### src/rtl/bus_arbiter_pkg.sv
// Shared types and constants for the two-requester bus read arbiter.
// Optional feature macro used by this slice: ARB_ROUND_ROBIN_EN.
package bus_arbiter_pkg;

    // Width of both the address and the data paths.
    localparam int BUS_W = 32;

    // Width of the REQ-state wait counter (enough for timeouts up to 255).
    localparam int CNT_W = 8;

    // Transaction sequencer states.
    typedef enum logic [1:0] {
        IDLE = 2'd0,
        REQ  = 2'd1,
        RESP = 2'd2
    } state_t;

    // Requester identifier: 0 = fetch port (m0), 1 = data port (m1).
    typedef logic req_id_t;

endpackage

### src/rtl/rr_arbiter.sv
// Two-input grant selector producing a one-hot grant.
// ARB_ROUND_ROBIN_EN defined   : a tie goes to the requester not granted last;
//                                the pointer advances on every grant taken.
// ARB_ROUND_ROBIN_EN undefined : fixed priority, m0 wins a tie, no state.
module rr_arbiter
    import bus_arbiter_pkg::*;
(
`ifdef ARB_ROUND_ROBIN_EN
    input  logic       clock,
    input  logic       reset,
    input  logic       advance,
`endif
    input  logic [1:0] req,
    output logic [1:0] grant
);

`ifdef ARB_ROUND_ROBIN_EN
    // Id of the requester granted most recently; resets to m1 so m0 is favoured first.
    req_id_t last_q;

    // Remember who was granted whenever the owner actually takes a grant.
    always_ff @(posedge clock or negedge reset) begin
        if (!reset) begin
            last_q <= 1'b1;
        end else if (advance) begin
            last_q <= grant[1];
        end
    end

    // Tie goes to whoever did not win last; a lone request is granted directly.
    always_comb begin
        grant = req;
        if (req == 2'b11) begin
            grant = last_q ? 2'b01 : 2'b10;
        end
    end
`else
    // Fixed priority: m0 beats m1.
    always_comb begin
        grant    = 2'b00;
        grant[0] = req[0];
        grant[1] = req[1] & ~req[0];
    end
`endif

endmodule

### src/rtl/bus_read_arbiter.sv
// Arbitrates two read requesters (m0 fetch, m1 data) onto one memory read bus.
// Optional feature macro: ARB_ROUND_ROBIN_EN (round-robin tie break instead of
// fixed m0 priority).
//
// Handshakes: a requester raises mN_read_vaild with a stable address and holds
// both until it sees mN_read_ready, a one-cycle pulse with mN_read_data and
// mN_read_error valid in that same cycle. Toward memory, bus_read_vaild and
// bus_read_address stay constant for the whole REQ state; bus_read_ready
// completes the access in the cycle it is sampled high and is ignored outside
// REQ. A requester that drops vaild mid-transaction still gets its pulse.
module bus_read_arbiter
    import bus_arbiter_pkg::*;
#(
    parameter int TIMEOUT_CYCLES = 255
) (
    input  logic             clock,
    input  logic             reset,
    input  logic             m0_read_vaild,
    input  logic [BUS_W-1:0] m0_read_address,
    output logic             m0_read_ready,
    output logic [BUS_W-1:0] m0_read_data,
    output logic             m0_read_error,
    input  logic             m1_read_vaild,
    input  logic [BUS_W-1:0] m1_read_address,
    output logic             m1_read_ready,
    output logic [BUS_W-1:0] m1_read_data,
    output logic             m1_read_error,
    output logic             bus_read_vaild,
    input  logic             bus_read_ready,
    output logic [BUS_W-1:0] bus_read_address,
    input  logic [BUS_W-1:0] bus_read_data,
    output logic             busy,
    output state_t           dbg_state
);

    // Counter value seen in the last permitted REQ cycle: with the counter
    // cleared on entry, REQ lasts exactly TIMEOUT_CYCLES cycles on a timeout.
    localparam logic [CNT_W-1:0] TIMEOUT_LAST = CNT_W'(TIMEOUT_CYCLES - 1);

    state_t            state_q;
    state_t            state_d;
    logic [BUS_W-1:0]  addr_q;
    req_id_t           id_q;
    logic [CNT_W-1:0]  cnt_q;
    logic [BUS_W-1:0]  data_q;
    logic              err_q;
    logic [1:0]        req_vec;
    logic [1:0]        grant;
    logic              take_grant;
    logic              timeout_hit;

    assign req_vec     = {m1_read_vaild, m0_read_vaild};
    assign take_grant  = (state_q == IDLE) && (req_vec != 2'b00);
    assign timeout_hit = (cnt_q >= TIMEOUT_LAST);

    rr_arbiter u_rr_arbiter (
`ifdef ARB_ROUND_ROBIN_EN
        .clock   (clock),
        .reset   (reset),
        .advance (take_grant),
`endif
        .req     (req_vec),
        .grant   (grant)
    );

    // State register; reset abandons any transaction in flight.
    always_ff @(posedge clock or negedge reset) begin
        if (!reset) begin
            state_q <= IDLE;
        end else begin
            state_q <= state_d;
        end
    end

    // Next-state logic: IDLE -> REQ on a grant, REQ -> RESP on ready or timeout,
    // RESP -> IDLE unconditionally so every transaction re-arbitrates.
    always_comb begin
        state_d = state_q;
        case (state_q)
            IDLE:    if (take_grant) state_d = REQ;
            REQ:     if (bus_read_ready || timeout_hit) state_d = RESP;
            RESP:    state_d = IDLE;
            default: state_d = IDLE;
        endcase
    end

    // Transaction datapath: latch the grant, count REQ cycles, capture the result.
    always_ff @(posedge clock or negedge reset) begin
        if (!reset) begin
            addr_q <= '0;
            id_q   <= 1'b0;
            cnt_q  <= '0;
            data_q <= '0;
            err_q  <= 1'b0;
        end else begin
            if (take_grant) begin
                addr_q <= grant[1] ? m1_read_address : m0_read_address;
                id_q   <= grant[1];
                cnt_q  <= '0;
            end else if (state_q == REQ) begin
                // A real completion beats a timeout landing in the same cycle.
                if (bus_read_ready) begin
                    data_q <= bus_read_data;
                    err_q  <= 1'b0;
                end else if (timeout_hit) begin
                    data_q <= '0;
                    err_q  <= 1'b1;
                end
                // Saturate rather than wrap.
                if (cnt_q != {CNT_W{1'b1}}) begin
                    cnt_q <= cnt_q + CNT_W'(1);
                end
            end
        end
    end

    // Outputs decoded from state; the non-granted requester sees all zeros.
    always_comb begin
        bus_read_vaild   = (state_q == REQ);
        bus_read_address = (state_q == REQ) ? addr_q : '0;
        busy             = (state_q != IDLE);
        dbg_state        = state_q;
        m0_read_ready    = (state_q == RESP) && (id_q == 1'b0);
        m1_read_ready    = (state_q == RESP) && (id_q == 1'b1);
        m0_read_data     = m0_read_ready ? data_q : '0;
        m1_read_data     = m1_read_ready ? data_q : '0;
        m0_read_error    = m0_read_ready & err_q;
        m1_read_error    = m1_read_ready & err_q;
    end

endmodule

### config.mk
export PLATFORM = sky130hd
export DESIGN_NAME = bus_read_arbiter
export DESIGN_NICKNAME = d
export VERILOG_FILES = /design/src/rtl/bus_arbiter_pkg.sv /design/src/rtl/rr_arbiter.sv /design/src/rtl/bus_read_arbiter.sv
export SDC_FILE = /design/constraint.sdc
export NUM_CORES = 1
export LEC_CHECK = 0
export ABC_AREA = 1
export BUFFER_PORTS_ARGS = -buffer_cell sky130_fd_sc_hd__buf_2
export CORE_MARGIN = 4
export CORE_UTILIZATION = 25
export CTS_CLUSTER_DIAMETER = 150
export CTS_CLUSTER_SIZE = 20
export DETAILED_ROUTE_END_ITERATION = 7
export PLACE_DENSITY = 0.53
export SKIP_CTS_REPAIR_TIMING = 1
export SYNTH_ARGS = -nofsm -noshare
export SYNTH_HDL_FRONTEND = slang
export SYNTH_HIERARCHICAL = 1
export SYNTH_SLANG_ARGS = --single-unit
### constraint.sdc
create_clock -name clock -period 2.19 [get_ports clock]
set_clock_uncertainty 0.15 [all_clocks]
set_input_delay 0.1095 -clock clock [delete_from_list [all_inputs] [get_ports clock]]
set_output_delay 0.1095 -clock clock [all_outputs]
set_load 0.01 [all_outputs]
==> results.ini <==
[clocking]
cts_buffers=9
clkTransAtPathRegs_ps=60
cts_tree=yes
htree_levels=3
insertion_delay_ps=330
cts_root_buf=clkbuf_16
clock_path_buffers=2
cts_sinks=76

[floorplan]
num_io_pins=205
floorplan.initialDensity=0.255
coreArea_sq_um=15900
dieHeight_um=136
die_w_um=136
die_area_sq_um=18400
rows=46

[route]
wl_per_cell_um=12.1
dr.pass1.iters=4
via_per_inst=4.08
route.detailed.drc=0
ant_nets=0
vias=4480
wl_um=13300
drt-initial-drc-count=194

[yosys]
yosysWarnings=6
syn_nets=686
synth_cells=583
synth_area_sq_um=4070
syn_area_per_cell_sq_um=6.99

[layout]
syn2layout_area_growth_pct=61.8
fin_cells=1097
drive_gt1_frac=0.284
n_antenna_cell=0
nNetsFinal=979

[setup_path]
worst_ep_arrival_time_ps=2210
worstPathMaxFanout=65
crit_path_start_kind=flip-flop
critPathKind=flip-flop to flip-flop
required_ps=2310
end_kind=flip-flop

[timing]
setup_viol=0
whs_ps=-7.13
drv_slew=0
worstMarginPinSlew_ps=565
max-slew-margin-rel=0.623
fin_crit_sh=0.955
fmax_mhz=478
fin_crit_ps=2090
hold_violations=1

[power]
ir_worst_vdd_v=0.000455
finalPower_mw=7.05
power_density_nw_per_um2=1070
leakagePower_nw=3.70

[min_path]
hold_class=primary input to flip-flop

[placement]
dpl.hpwl_um=8980
dp_cells=983
gp_congestion=0.777
portBuffers=204

[global_routing]
grt_max_degree=66
grt_pass1_wl_um=18900
grt_overflow=0
grt_pass1_vias=3799
antenna_found_initial=0
track_usage=0.129

[run]
drv_cap=0

[run_status]
violations=hold timing
outcome=finished, violations left

-- stage by stage --
step | setup TNS [ps] | hold WS, ps | util | setup slack, ps | area [sq um]
2_1_floorplan | 0 | -336 | - | 592 | 4070
3_3_place_gp | 0 | -31.2 | 0.333 | 429 | 5300
3_5_place_dp | 0 | -26.1 | 0.333 | 427 | 5300
4_1_cts | 0 | -387 | 0.352 | 51.4 | 5610
5_1_grt | -68.3 | 14.4 | 0.413 | -32.6 | 6590
6_report | 0 | -7.13 | 0.413 | 98.6 | 6590
-- final cells by class --
cell class                      count  area (sq um)
Clock buffer                       11           243
Clock inverter                      5          60.1
Fill cell                        1614          9350
Inverter                           84           322
Multi-Input combinational cell    394          1670
Sequential cell                    76          1900
Tap cell                          216           270
Timing Repair Buffer              311          2120
-- placed cells by master (no fill, tap or decap), types with 2 or more instances in the layout --
cell,instances
a21oi_2,2
buf_2,203
clkbuf_16,9
nand2_2,5
nor2_1,139
clkinvlp_4,2
o21ai_0,5
buf_4,7
xor2_1,2
buf_12,4
nand4_1,3
dlygate4sd3_1,97
nand3_1,5
a31oi_1,32
inv_2,5
nor2_4,4
inv_1,77
dfrtp_1,76
nand2_1,190
nor2_2,2
ha_1,2
-- worst max-delay path: stages (launching register included) --
cell and delay (ps):
dfrtp_1 440, inv_2 110, nand2_2 80, nor2_4 170
buf_12 260, nor2_1 80, a31oi_1 130, dlygate4sd3_1 550
-- sequential cells by signal (all words and copies together), names as in the netlist --
name / cells
err_q: 1
data_q: 32
cnt_q: 8
dbg_state: 2
addr_q: 32
id_q: 1
-- where the power goes --
| group | internal [mW] | switching [mW] |
|---|---|---|
| registers | 2.05 | 0.369 |
| clock network | 0.918 | 0.593 |
| logic | 1.24 | 1.88 |
-- routing by layer --
metal	vias to the layer above	wire length (um)	GRT usage
met5	-	0	0
li1	2323	-	-
met4	0	137	0.0420
met3	9	1120	0.0435
met1	1976	5960	0.169
met2	172	6050	0.201
-- final timing paths --
kind                                     start           end  slack (ps)  cells after the start
worst min-delay path            bus_read_ready  dbg_state[0]          -7                      4
min in group asynchronous                reset     data_q[2]         170                      2
worst max-delay path              dbg_state[0]     addr_q[4]         100                      7
worst min register to register       data_q[3]     data_q[3]         320                      2
worst max register to register    dbg_state[0]     addr_q[4]         100                      7
max in group asynchronous                reset    data_q[16]        1120                      3
Power figures use the tool's default switching activity.
